**config.mk**
```make
export PLATFORM = sky130hd
export DESIGN_NAME = eth_tx_frame_arbiter_flat
export DESIGN_NICKNAME = d
export VERILOG_FILES = /design/src/rtl/eth_tx_frame_arbiter_if.sv /design/src/rtl/eth_tx_frame_arbiter.sv /design/src/flat_wrapper.sv
export SDC_FILE = /design/constraint.sdc
export NUM_CORES = 1
export LEC_CHECK = 0
export ABC_AREA = 1
export CORE_MARGIN = 2
export CORE_UTILIZATION = 35
export DETAILED_ROUTE_END_ITERATION = 12
export GPL_TIMING_DRIVEN = 0
export HOLD_SLACK_MARGIN = 0.05
export MAX_ROUTING_LAYER = met4
export SYNTH_ARGS = -nofsm -noshare
export SYNTH_HDL_FRONTEND = slang
export SYNTH_SLANG_ARGS = --single-unit
```
**constraint.sdc**
```tcl
create_clock -name gtx_clk_bufg -period 1.5 [get_ports gtx_clk_bufg]
set_input_delay 0.3 -clock gtx_clk_bufg [delete_from_list [all_inputs] [get_ports gtx_clk_bufg]]
set_output_delay 0.3 -clock gtx_clk_bufg [all_outputs]
set_load 0.02 [all_outputs]
```
**src/rtl/eth_tx_frame_arbiter_if.sv**
```systemverilog
// ---------------------------------------------------------------------------
// eth_tx_frame_arbiter_if
// Purpose : 8-bit AXI-Stream byte channel used for the cmd and dat frame
//           sources and for the MAC transmit port of eth_tx_frame_arbiter.
// Signals : tdata  [7:0]  frame byte
//           tvalid        byte valid
//           tlast         last byte of frame
//           tready        byte accepted by the sink
// Modports: master - drives tdata/tvalid/tlast, receives tready
//           slave  - receives tdata/tvalid/tlast, drives tready
// ---------------------------------------------------------------------------
interface eth_tx_frame_arbiter_if;
  logic [7:0] tdata;
  logic       tvalid;
  logic       tlast;
  logic       tready;

  modport master (output tdata, output tvalid, output tlast, input tready);
  modport slave  (input tdata, input tvalid, input tlast, output tready);
endinterface

```
**src/rtl/eth_tx_frame_arbiter.sv**
```systemverilog
// ---------------------------------------------------------------------------
// eth_tx_frame_arbiter
// Purpose : Packet-level arbiter sharing the single 8-bit Ethernet TX stream
//           to the MAC between the command decoder's response frames (cmd)
//           and the ADC sample-data framer (dat). Frames are never
//           interleaved; cmd has priority, but after STARVE_LIMIT cmd frames
//           granted while dat was waiting, dat is forced through. An
//           inter-frame gap of IFG_CYCLES idle cycles follows every frame.
// Parameters:
//   IFG_CYCLES    idle cycles after each frame's tlast beat (0 = no gap)
//   STARVE_LIMIT  cmd frames granted over a waiting dat before dat wins (>=1)
// Ports   :
//   gtx_clk_bufg     in   125 MHz clock, all logic on this clock
//   gtx_resetn       in   asynchronous active-low reset
//   s_cmd_axis       slave  cmd frame stream (tdata/tvalid/tlast in, tready out)
//   s_dat_axis       slave  dat frame stream (tdata/tvalid/tlast in, tready out)
//   tx_axis          master stream to the MAC (tready in)
//   grant_cmd        out  registered: cmd owns tx_axis
//   grant_dat        out  registered: dat owns tx_axis
//   cmd_frame_count  out  completed cmd frames (wraps)
//   dat_frame_count  out  completed dat frames (wraps)
// ---------------------------------------------------------------------------
module eth_tx_frame_arbiter #(
  parameter int IFG_CYCLES   = 12,
  parameter int STARVE_LIMIT = 4
) (
  input  logic                          gtx_clk_bufg,
  input  logic                          gtx_resetn,
  eth_tx_frame_arbiter_if.slave         s_cmd_axis,
  eth_tx_frame_arbiter_if.slave         s_dat_axis,
  eth_tx_frame_arbiter_if.master        tx_axis,
  output logic                          grant_cmd,
  output logic                          grant_dat,
  output logic [15:0]                   cmd_frame_count,
  output logic [15:0]                   dat_frame_count
);

  localparam int GAP_W    = (IFG_CYCLES > 1) ? $clog2(IFG_CYCLES) : 1;
  localparam int STARVE_W = $clog2(STARVE_LIMIT + 1);

  localparam logic [GAP_W-1:0]    GAP_LAST   = GAP_W'(IFG_CYCLES > 0 ? IFG_CYCLES - 1 : 0);
  localparam logic [STARVE_W-1:0] STARVE_MAX = STARVE_W'(STARVE_LIMIT);

  typedef enum logic [1:0] {
    IDLE    = 2'd0,
    GNT_CMD = 2'd1,
    GNT_DAT = 2'd2,
    GAP     = 2'd3
  } state_t;

  state_t                state_reg, state_next;
  logic [GAP_W-1:0]      gap_cnt_reg;
  logic [STARVE_W-1:0]   starve_cnt_reg;
  logic                  dat_waiting_reg;
  logic                  grant_cmd_reg, grant_dat_reg;
  logic [15:0]           cmd_cnt_reg, dat_cnt_reg;

  logic starve_hit;
  logic cmd_wins, dat_wins;
  logic cmd_last_fire, dat_last_fire;
  logic gap_done;

  // starve_cnt saturates at STARVE_MAX, so "== MAX" is the same as "not below the limit"
  assign starve_hit    = (starve_cnt_reg == STARVE_MAX);
  assign cmd_wins      = s_cmd_axis.tvalid & (~s_dat_axis.tvalid | ~starve_hit);
  assign dat_wins      = s_dat_axis.tvalid & ~cmd_wins;
  assign cmd_last_fire = (state_reg == GNT_CMD) & s_cmd_axis.tvalid & s_cmd_axis.tlast & tx_axis.tready;
  assign dat_last_fire = (state_reg == GNT_DAT) & s_dat_axis.tvalid & s_dat_axis.tlast & tx_axis.tready;
  assign gap_done      = (gap_cnt_reg == GAP_LAST);

  assign grant_cmd       = grant_cmd_reg;
  assign grant_dat       = grant_dat_reg;
  assign cmd_frame_count = cmd_cnt_reg;
  assign dat_frame_count = dat_cnt_reg;

  // FSM state register
  always_ff @(posedge gtx_clk_bufg or negedge gtx_resetn) begin
    if (!gtx_resetn) begin
      state_reg <= IDLE;
    end else begin
      state_reg <= state_next;
    end
  end

  // FSM next-state logic
  always_comb begin
    state_next = state_reg;
    case (state_reg)
      IDLE: begin
        if (cmd_wins) begin
          state_next = GNT_CMD;
        end else if (dat_wins) begin
          state_next = GNT_DAT;
        end
      end
      GNT_CMD: begin
        if (cmd_last_fire) begin
          state_next = (IFG_CYCLES == 0) ? IDLE : GAP;
        end
      end
      GNT_DAT: begin
        if (dat_last_fire) begin
          state_next = (IFG_CYCLES == 0) ? IDLE : GAP;
        end
      end
      GAP: begin
        if (gap_done) begin
          state_next = IDLE;
        end
      end
      default: state_next = IDLE;
    endcase
  end

  // FSM outputs: the granted source is wired straight through to the MAC,
  // everything is quiet otherwise (including during the gap)
  always_comb begin
    tx_axis.tdata     = 8'h00;
    tx_axis.tvalid    = 1'b0;
    tx_axis.tlast     = 1'b0;
    s_cmd_axis.tready = 1'b0;
    s_dat_axis.tready = 1'b0;
    case (state_reg)
      GNT_CMD: begin
        tx_axis.tdata     = s_cmd_axis.tdata;
        tx_axis.tvalid    = s_cmd_axis.tvalid;
        tx_axis.tlast     = s_cmd_axis.tlast;
        s_cmd_axis.tready = tx_axis.tready;
      end
      GNT_DAT: begin
        tx_axis.tdata     = s_dat_axis.tdata;
        tx_axis.tvalid    = s_dat_axis.tvalid;
        tx_axis.tlast     = s_dat_axis.tlast;
        s_dat_axis.tready = tx_axis.tready;
      end
      default: ;
    endcase
  end

  // Grants, frame counters, gap timer and starvation guard
  always_ff @(posedge gtx_clk_bufg or negedge gtx_resetn) begin
    if (!gtx_resetn) begin
      grant_cmd_reg   <= 1'b0;
      grant_dat_reg   <= 1'b0;
      cmd_cnt_reg     <= 16'd0;
      dat_cnt_reg     <= 16'd0;
      gap_cnt_reg     <= '0;
      starve_cnt_reg  <= '0;
      dat_waiting_reg <= 1'b0;
    end else begin
      grant_cmd_reg <= (state_next == GNT_CMD);
      grant_dat_reg <= (state_next == GNT_DAT);

      if (cmd_last_fire) begin
        cmd_cnt_reg <= cmd_cnt_reg + 16'd1;
      end
      if (dat_last_fire) begin
        dat_cnt_reg <= dat_cnt_reg + 16'd1;
      end

      if ((state_reg == GAP) && !gap_done) begin
        gap_cnt_reg <= gap_cnt_reg + GAP_W'(1);
      end else begin
        gap_cnt_reg <= '0;
      end

      // Remember whether dat was already waiting when cmd won; only those
      // cmd frames count against dat.
      if ((state_reg == IDLE) && cmd_wins) begin
        dat_waiting_reg <= s_dat_axis.tvalid;
      end

      if ((state_reg == IDLE) && dat_wins) begin
        starve_cnt_reg <= '0;
      end else if (cmd_last_fire && dat_waiting_reg && !starve_hit) begin
        starve_cnt_reg <= starve_cnt_reg + STARVE_W'(1);
      end
    end
  end

endmodule
```
**src/flat_wrapper.sv**
```systemverilog
// flat-port wrapper written by rule: the top's interface ports become plain ports
module eth_tx_frame_arbiter_flat 
#(
  parameter int IFG_CYCLES   = 12,
  parameter int STARVE_LIMIT = 4
)
  (gtx_clk_bufg, gtx_resetn, grant_cmd, grant_dat, cmd_frame_count, dat_frame_count, s_cmd_axis_tdata, s_cmd_axis_tvalid, s_cmd_axis_tlast, s_cmd_axis_tready, s_dat_axis_tdata, s_dat_axis_tvalid, s_dat_axis_tlast, s_dat_axis_tready, tx_axis_tdata, tx_axis_tvalid, tx_axis_tlast, tx_axis_tready);
  eth_tx_frame_arbiter_if s_cmd_axis_i ();
  eth_tx_frame_arbiter_if s_dat_axis_i ();
  eth_tx_frame_arbiter_if tx_axis_i ();
  input  logic gtx_clk_bufg;
  input  logic gtx_resetn;
  output logic grant_cmd;
  output logic grant_dat;
  output logic [15:0] cmd_frame_count;
  output logic [15:0] dat_frame_count;
  input wire logic [$bits(s_cmd_axis_i.tdata)-1:0] s_cmd_axis_tdata;
  input wire logic [$bits(s_cmd_axis_i.tvalid)-1:0] s_cmd_axis_tvalid;
  input wire logic [$bits(s_cmd_axis_i.tlast)-1:0] s_cmd_axis_tlast;
  output wire logic [$bits(s_cmd_axis_i.tready)-1:0] s_cmd_axis_tready;
  input wire logic [$bits(s_dat_axis_i.tdata)-1:0] s_dat_axis_tdata;
  input wire logic [$bits(s_dat_axis_i.tvalid)-1:0] s_dat_axis_tvalid;
  input wire logic [$bits(s_dat_axis_i.tlast)-1:0] s_dat_axis_tlast;
  output wire logic [$bits(s_dat_axis_i.tready)-1:0] s_dat_axis_tready;
  output wire logic [$bits(tx_axis_i.tdata)-1:0] tx_axis_tdata;
  output wire logic [$bits(tx_axis_i.tvalid)-1:0] tx_axis_tvalid;
  output wire logic [$bits(tx_axis_i.tlast)-1:0] tx_axis_tlast;
  input wire logic [$bits(tx_axis_i.tready)-1:0] tx_axis_tready;
  assign s_cmd_axis_i.tdata = s_cmd_axis_tdata;
  assign s_cmd_axis_i.tvalid = s_cmd_axis_tvalid;
  assign s_cmd_axis_i.tlast = s_cmd_axis_tlast;
  assign s_cmd_axis_tready = s_cmd_axis_i.tready;
  assign s_dat_axis_i.tdata = s_dat_axis_tdata;
  assign s_dat_axis_i.tvalid = s_dat_axis_tvalid;
  assign s_dat_axis_i.tlast = s_dat_axis_tlast;
  assign s_dat_axis_tready = s_dat_axis_i.tready;
  assign tx_axis_tdata = tx_axis_i.tdata;
  assign tx_axis_tvalid = tx_axis_i.tvalid;
  assign tx_axis_tlast = tx_axis_i.tlast;
  assign tx_axis_i.tready = tx_axis_tready;
  eth_tx_frame_arbiter #(.IFG_CYCLES(IFG_CYCLES), .STARVE_LIMIT(STARVE_LIMIT)) u_core (.gtx_clk_bufg(gtx_clk_bufg), .gtx_resetn(gtx_resetn), .s_cmd_axis(s_cmd_axis_i), .s_dat_axis(s_dat_axis_i), .tx_axis(tx_axis_i), .grant_cmd(grant_cmd), .grant_dat(grant_dat), .cmd_frame_count(cmd_frame_count), .dat_frame_count(dat_frame_count));
endmodule
```
* Yosys cells after proc, flatten, opt, wreduce, memory -nomap -nowiden *
Index checks and enable logic that the tools add are counted.

operators by class
  add/subtract/negate cells = 4
  equal/unequal tests = 7
  mux-type cells = 14
  bitwise gates (word level) = 12
  reduce and logical (&&, ||, !) cells = 9

operators by type and width
  cell                                           count
  adder 16 x 1 -> 16 bit, second input constant  2
  one-hot mux 8 bit (2 select lines)             1
  2-to-1 mux 2 bit                               5
  AND 1 bit                                      8
  one-hot mux 2 bit (4 select lines)             1
  == test 2 bit, second input constant           3
  2-to-1 mux 3 bit                               2
  logical AND 1 bit                              5
  adder 4 x 1 -> 4 bit, second input constant    1
  == test 2 x 1 -> 1 bit, second input constant  2
  == test 4 bit, second input constant           1
  2-to-1 mux 4 bit                               1
  one-hot mux 1 bit (2 select lines)             2
  adder 3 x 1 -> 3 bit, second input constant    1
  == test 3 bit, second input constant           1
  NOT 1 bit                                      3
  logical NOT 1 bit                              2
  logical NOT 2 bit                              1
  2-to-1 mux 1 bit                               2
  nonzero test 2 bit                             1
  bitwise OR 1 bit                               1

storage, ports and cells
  bits in registers = 44

* Depth between registers and ports, before layout *
Gate-level depths: netlist of the first run.

  depth after elaboration = 10
  mapped depth = 11

* Worst setup path after synthesis of the first run *
OpenSTA, ideal clock, no wires.

  path kind = register to output
  from = register u_core.state_reg[0]
  to = output port tx_axis_tdata[3]
  data arrival time = 1.442 ns
  data required time = 1.200 ns
  path slack = -0.242 ns
  cell stages (with the launch flop) = 6
  cell sequence = dfrtp_1 > inv_1 > ha_1 > clkbuf_1 > nand2_1 > a21oi_1

between the ends
  longest elaborated chain between the ends = 2
  elaborated cells on any way between the ends = 3

RTL lines
  element                                                  RTL line                     text
  from (decl)                                              eth_tx_frame_arbiter.sv:51   state_t state_reg, state_next;
  from (signal assigned)                                   eth_tx_frame_arbiter.sv:81   state_reg <= state_next;
  == test 2 bit or == test 2 x 1 -> 1 bit (tied branches)  eth_tx_frame_arbiter.sv:123  case (state_reg)
  one-hot mux 8 bit (2 select lines) (*)                   eth_tx_frame_arbiter.sv:123
  to (decl)                                                flat_wrapper.sv:25           output wire logic [$bits(tx_axis_i.tdata)-1:0] tx_axis_tdata;

Every way passes the cells marked *; elsewhere a longest branch is shown, timed or not.

* Worst setup path after layout of the first run *
  from = register u_core.state_reg[1]
  to = output port tx_axis_tvalid

between the ends
  longest elaborated chain between the ends = 2
  elaborated cells on any way between the ends = 3

RTL lines
  element                                                  RTL line                     text
  == test 2 bit or == test 2 x 1 -> 1 bit (tied branches)  eth_tx_frame_arbiter.sv:123
  one-hot mux 1 bit (2 select lines) (*)                   eth_tx_frame_arbiter.sv:123
  to (decl)                                                flat_wrapper.sv:26           output wire logic [$bits(tx_axis_i.tvalid)-1:0] tx_axis_tvalid;

Marked as above.

==> results.md, run 1 <==
| Stage | Result | This run |
|:---|:---|:---|
| clock network | Clock Pin Slew Worst Setup and Hold Paths | 80 ps |
| finish | Post-layout net count | 468 |
| synth | Number of distinct library cells after synthesis | 24 |
| synth | Share of cell area taken by muxes after synthesis | 0% |
| timing | Final hold vios | 0 |
| timing | Smallest setup slack after layout | -310.0 ps |
| synth | Cell type with the highest aggregate area in the netlist | dfrtp_1 |
| finish | Sequential cell area in the final layout | 1104 um^2 |
| floorplanning | Die height | 88.54 um |
| timing | Final slew viol count | 0 |
| clock network | Clock network latency to the later pin of the worst-skew pair | 290 ps |
| critical path | Setup crit end kind | primary output |
| critical path | Highest-delay cell along the critical path | dfrtp_2 |
| clock network | TritonCTS Buffers | 5 |
| timing | Peak Freq | 552.5 MHz |
| critical path | Cell-by-cell listing of the critical path | inv_4 -> ha_4 -> clkbuf_16 -> nand2_2 -> a21oi_4 -> buf_6 |
| critical path | Highest fanout seen on the critical path | 5 |
| critical path | Worst Path Buf+Inv | 3 |
| timing | Part of the cycle the worst path needs | 120.7% |
| clock network | Maximum number of buffers from clock root to sink | 2 |
| routing | Total number of vias | 2,456 |
| critical path | CP Depth | 6 |
| floorplanning | Initial cell density of the core | 36.41% |
| critical path | Req. time, crit path | 1200 ps |
| synth | Cells after synthesis | 334 |
| power and ir drop | Static leakage power | 2.009 nW |
| outcome | Violated checks | negative setup slack |
| finish | Proportion of layout cells with a drive suffix above 1 | 29.59% |
| global route | Number of global-route vias before repair | 2,351 |
| synth | Simple-Gate Fraction of Synth Area | 31.02% |
| global route | Global Route Usage Sum | 17.62% |
| finish | Fill cells | 638 |
| synth | Post-synthesis net count | 367 |
| min path | Number of cells on the worst hold path | 1 |
| timing | Transition time at the pin with the least slew margin | 722.4 ps |
| clock network | TritonCTS Sinks | 44 |
| clock network | TritonCTS clock tree | done |
| synth | Combinational family with the most area after synthesis | simple AND/OR/NAND/NOR gates |
| floorplanning | # rows | 30 |
| routing | DRT antenna net count | 0 |
| critical path | Kind of start point of the critical path | register |
| power and ir drop | Highest ir drop seen on vdd | 0.9975 mV |
| place | Port Buf Inserts | 68 |
| power and ir drop | Power density over the cells | 1357 nW/um^2 |
| global route | Overflow after GRT | 0 |
| synth | Compound-Gate Fraction of Synth Area | 5.303% |
| synth | Warnings from Yosys | 0 |
| routing | Final routed wirelength across all metal layers | 6.303 mm |
| timing | Final setup violation count | 51 |
| timing | Skew final | 3.141 ps |
| flow run | Maximum capacitance violations | 0 |
| clock network | H-Tree Level Count | 2 |
| routing | Iter 0 DRT Violations | 76 |
| floorplanning | Area of the die | 7838 um^2 |
| synth | Adder-Cell Fraction of Synth Area | 5.003% |
| place | Dpl ws | -695.4 ps |
| critical path | Stage delay of the slowest cell on the critical path | 440 ps |
| timing | Relative slew slack | 51.47% |
| synth | Top cell type's share of synthesized area | 44.02% |
| synth | Post-synthesis xor/xnor area fraction | 6.303% |
| finish | N_diodes | 0 |
| critical path | Cell type group with the largest total delay on the critical path | flip-flops |
| routing | # DRC | 0 |
| routing | First-pass detailed-route iteration total | 4 |
| critical path | Setup CP Type | register to primary output |
| finish | Area of combinational cells with multiple inputs | 1594 um^2 |
| timing | Post-layout minimum cycle time | 1810 ps |
| synth | Avg Inst Size Synth | 7.488 um^2 |
| clock network | Buffer cell driving the clock tree root | clkbuf_8 |
| global route | Largest net degree at the start of global routing | 28 |
| floorplanning | # IOs | 69 |
| finish | Layout overhead on the synthesized area | 62.83% |
| synth | Register bit total from synthesis | 44 |
| floorplanning | Core region area | 6869 um^2 |
| place | Global placement routability congestion | 0.7797 |
| global route | Wire length of the first global-routing pass | 10.55 mm |
| critical path | Worst path arrival time | 1510 ps |
| timing | Sum of negative setup slack | -7538 ps |
| min path | Path category of the worst min-delay check | register to register |
| place | DPL Wire Length | 4.228 mm |
| timing | Setup repair after global routing missed its margin | true |
| outcome | Run status | finished with violations |
| synth | Cell types with the largest area share after synthesis | dfrtp_1, nand2_1, inv_1 |
| global route | Number of antenna violations at the first check in global routing | 0 |
| critical path | Register-to-register setup slack | -200 ps |
| floorplanning | Die width | 88.54 um |
| routing | Avg WL per Cell | 11.85 um |
| synth | Sequential share of the synthesized area | 44.02% |
| routing | Number of vias per cell | 4.617 |
| critical path | Worst r2r path cells | 11 |
| synth | Cell area after technology mapping | 2501 um^2 |
worst paths after layout:
check,startpoint,end
worst min-delay path,u_core.gap_cnt_reg[0],u_core.gap_cnt_reg[0]
worst max-delay path,u_core.state_reg[1],tx_axis_tvalid
worst max register to register,u_core.state_reg[0],u_core.dat_frame_count[14]
worst min register to register,u_core.gap_cnt_reg[0],u_core.gap_cnt_reg[0]
max in group asynchronous,gtx_resetn,u_core.dat_frame_count[8]
min in group asynchronous,gtx_resetn,u_core.cmd_frame_count[11]
where the power goes:
| part | total, mW | internal, mW | switching, mW |
|---|---|---|---|
| registers | 1.60 | 1.39 | 0.201 |
| logic | 3.16 | 1.42 | 1.74 |
| clock network | 0.769 | 0.368 | 0.402 |
| total | 5.53 | 3.18 | 2.35 |
placed cells by master, fill, tap and decap left out, types with 12 or more instances in the layout:
| cell | n |
|---|---|
| buf_4 | 14 |
| nand2_1 | 83 |
| nor2_1 | 26 |
| dlygate4sd2_1 | 34 |
| nand2_2 | 22 |
| nand2_4 | 12 |
| dfrtp_1 | 42 |
| buf_6 | 19 |
| inv_1 | 41 |
| clkdlybuf4s50_1 | 21 |
layer usage:
metal | routed length, um | vias to the layer above | global-route usage (%)
met5 | 0 | - | -
met4 | 53 | 0 | 4.132
li1 | - | 1229 | -
met1 | 2847 | 1159 | 21.21
met3 | 269 | 4 | 3.825
met2 | 3133 | 64 | 30.21
synthesized netlist by cell type:
library cell	n
a21oi_1	16
buf_2	2
buf_6	1
clkbuf_1	2
clkinv_1	1
dfrtp_1	44
ha_1	10
inv_1	45
inv_2	2
nand2_1	116
nand2_2	1
nand3_1	17
nand3_2	2
nand4_1	8
nor2_1	29
nor2_2	5
nor2_4	2
nor3_1	2
o211ai_1	1
o21ai_0	8
o21ai_1	1
or2_2	1
xnor2_1	7
xor2_1	11
metrics by stage:
stage               utilization (%)  instance area [um^2]  instances  hold WS, ps  power [mW]
floorplan                         -                  2649        334        4.409       3.081
global placement              50.22                  3450        498        452.6       3.898
detailed placement            50.44                  3465        499        262.5       3.921
CTS                           57.76                  3968        529        468.5       5.425
global route                  59.29                  4073        532        499.6       5.892
finish                        59.29                  4073        532        463.8       5.527
cells by family (layout without fill, tap and decap cells):
family / Yosys count / count (layout)
xor gates and xnor gates: 18 / 18
AOI/OAI and AO/OA: 26 / 26
adders and majority gates: 10 / 10
and+or+nand+nor: 183 / 184
buffers and inverters: 53 / 154
DFF: 44 / 44
final cells by class:
class	count	area share, %
clock buffer	6	2.028
sequential	44	27.10
multi-input combinational	238	39.14
timing repair buffer	92	21.69
tap	96	2.949
buffer	5	1.905
inverter	48	4.731
timing repair inverter	1	0.2151
clock inverter	2	0.2458
timing repair:
action,in CTS,in global routing
pin swaps,20,20
cloned,4,0
hold endpoints to repair,17,0
hold buffers,1,0
resized for setup,171,25
setup endpoints to repair,77,50
buffers inserted,17,5
(Power assumes the default switching activity.)
==> inputs of run 2 (changes only) <==
--- a/config.mk
+++ b/config.mk
@@ -12,6 +12,7 @@
 export GPL_TIMING_DRIVEN = 0
 export HOLD_SLACK_MARGIN = 0.05
 export MAX_ROUTING_LAYER = met4
+export SKIP_LAST_GASP = 1
 export SYNTH_ARGS = -nofsm -noshare
 export SYNTH_HDL_FRONTEND = slang
 export SYNTH_SLANG_ARGS = --single-unit
==> results.md, run 2 (same netlist as run 1, synthesis figures left out) <==
| Stage | Result | This run |
|:---|:---|:---|
| clock network | TritonCTS Sinks | 44 |
| floorplanning | # IOs | 69 |
| power and ir drop | Highest ir drop seen on vdd | 0.9951 mV |
| flow run | Maximum capacitance violations | 0 |
| place | Global placement routability congestion | 0.7797 |
| critical path | Worst path arrival time | 1510 ps |
| floorplanning | Area of the die | 7838 um^2 |
| min path | Path category of the worst min-delay check | primary input to asynchronous set/reset pin |
| critical path | Highest-delay cell along the critical path | dfrtp_2 |
| routing | Iter 0 DRT Violations | 92 |
| finish | Layout overhead on the synthesized area | 61.33% |
| power and ir drop | Static leakage power | 2.007 nW |
| critical path | Stage delay of the slowest cell on the critical path | 440 ps |
| global route | Number of antenna violations at the first check in global routing | 0 |
| place | DPL Wire Length | 4.228 mm |
| timing | Skew final | 3.904 ps |
| clock network | H-Tree Level Count | 2 |
| critical path | Req. time, crit path | 1200 ps |
| timing | Smallest setup slack after layout | -312.5 ps |
| timing | Relative slew slack | 55.22% |
| global route | Number of global-route vias before repair | 2,370 |
| outcome | Violated checks | negative setup slack |
| timing | Final hold vios | 0 |
| place | Dpl ws | -695.4 ps |
| timing | Final slew viol count | 0 |
| finish | Post-layout net count | 471 |
| timing | Part of the cycle the worst path needs | 120.8% |
| floorplanning | Core region area | 6869 um^2 |
| finish | Fill cells | 636 |
| finish | Most common library cell in the layout ignoring fill and taps | nand2_1 |
| timing | Final setup violation count | 51 |
| power and ir drop | Power Total | 5.480 mW |
| critical path | Setup CP Type | register to primary output |
| critical path | Kind of start point of the critical path | register |
| floorplanning | Die width | 88.54 um |
| floorplanning | # rows | 30 |
| routing | DRT antenna net count | 0 |
| global route | Global Route Usage Sum | 17.64% |
| global route | Largest net degree at the start of global routing | 28 |
| clock network | Maximum number of buffers from clock root to sink | 2 |
| critical path | Highest fanout seen on the critical path | 5 |
| timing | Transition time at the pin with the least slew margin | 666.5 ps |
| finish | Commonest cells after routing, fill and taps aside | nand2_1, dfrtp_1, inv_1 |
| routing | First-pass detailed-route iteration total | 4 |
| place | Post-place instance area | 3465 um^2 |
| routing | Total number of vias | 2,469 |
| routing | Final routed wirelength across all metal layers | 6.313 mm |
| clock network | TritonCTS Buffers | 5 |
| clock network | Buffer cell driving the clock tree root | clkbuf_8 |
| finish | Sequential cell area in the final layout | 1102 um^2 |
| finish | N_diodes | 0 |
| finish | Core utilization of the finished layout | 58.74% |
| global route | Wire length of the first global-routing pass | 10.59 mm |
| timing | Setup repair after global routing missed its margin | true |
| clock network | Clock Pin Slew Worst Setup and Hold Paths | 80 ps |
| floorplanning | Die height | 88.54 um |
| critical path | Setup crit end kind | primary output |
| power and ir drop | Power density over the cells | 1358 nW/um^2 |
| timing | Sum of negative setup slack | -7916 ps |
| finish | Proportion of layout cells with a drive suffix above 1 | 26.88% |
| global route | Overflow after GRT | 0 |
| clock network | Clock network latency to the later pin of the worst-skew pair | 290 ps |
| routing | Number of vias per cell | 4.615 |
| critical path | Worst r2r path cells | 10 |
| timing | Peak Freq | 551.7 MHz |
| place | Port Buf Inserts | 68 |
| finish | Area of combinational cells with multiple inputs | 1545 um^2 |
| clock network | TritonCTS clock tree | done |
| critical path | Cell-by-cell listing of the critical path | inv_4 -> ha_4 -> clkbuf_16 -> nand2_2 -> a21oi_4 -> buf_6 |
| floorplanning | Initial cell density of the core | 36.41% |
| finish | Final cell area excluding filler cells | 4035 um^2 |
| timing | Post-layout minimum cycle time | 1813 ps |
| routing | Avg WL per Cell | 11.80 um |
| routing | # DRC | 0 |
| outcome | Run status | finished with violations |
## run 2: worst paths after layout
| kind | start | end | slack [ps] |
|---|---|---|---|
| hold reg to reg | u_core.gap_cnt_reg[0] | u_core.gap_cnt_reg[0] | 470 |
| max in group asynchronous | gtx_resetn | u_core.dat_frame_count[6] | 550 |
| setup reg to reg | u_core.state_reg[0] | u_core.dat_frame_count[4] | -210 |
| setup / recovery | u_core.state_reg[1] | tx_axis_tvalid | -310 |
| hold / removal | gtx_resetn | u_core.cmd_frame_count[11] | 470 |
| min in group gtx_clk_bufg | u_core.gap_cnt_reg[0] | u_core.gap_cnt_reg[0] | 470 |
## run 2: metrics by stage
stage	hold WS (ps)	instances
finish	468.3	535
global route	499.6	535
CTS	468.5	529
detailed placement	262.5	499
global placement	452.6	498
floorplan	4.409	334
## run 2: timing repair
action | in CTS | in global routing
endpoints found under the hold margin | 17 | 0
gates cloned | 4 | 0
hold buffers | 1 | 0
resized for setup | 167 | 7
pin swaps | 20 | 8
buffers inserted | 17 | 6
setup endpoints to repair | 77 | 52
## run 2: where the power goes
group	internal, mW	leakage, nW	total, mW	switching, mW
Combinational	1.40	1.38	3.12	1.72
Sequential	1.39	0.574	1.59	0.197
Clock	0.368	0.0510	0.772	0.404
Total	3.16	2.01	5.48	2.32
## run 2: cell type report
cell class                      count  area share, %
Buffer                              5          1.922
Clock buffer                        6          2.047
Clock inverter                      2         0.2481
Inverter                           48          4.713
Multi-Input combinational cell    238          38.29
Sequential cell                    44          27.32
Tap cell                           96          2.977
Timing Repair Buffer               95          22.26
Timing Repair inverter              1         0.2171
## run 2: worst max-delay path, delay by kind of cell (launching register included)
| kind | cells | cell delay, ps |
|---|---|---|
| AOI/OAI and AO/OA | 1 | 160 |
| adders and majority gates | 1 | 170 |
| buffers and inverters | 3 | 380 |
| DFF | 1 | 440 |
| and+or+nand+nor | 1 | 70 |
## run 2: layer usage
| metal | GRT usage [%] | wire length [um] | up-vias |
|---|---|---|---|
| li1 | - | - | 1237 |
| met1 | 21.09 | 2806 | 1150 |
| met2 | 30.14 | 3163 | 74 |
| met3 | 3.918 | 283 | 8 |
| met4 | 4.545 | 59 | 0 |
| met5 | - | 0 | - |
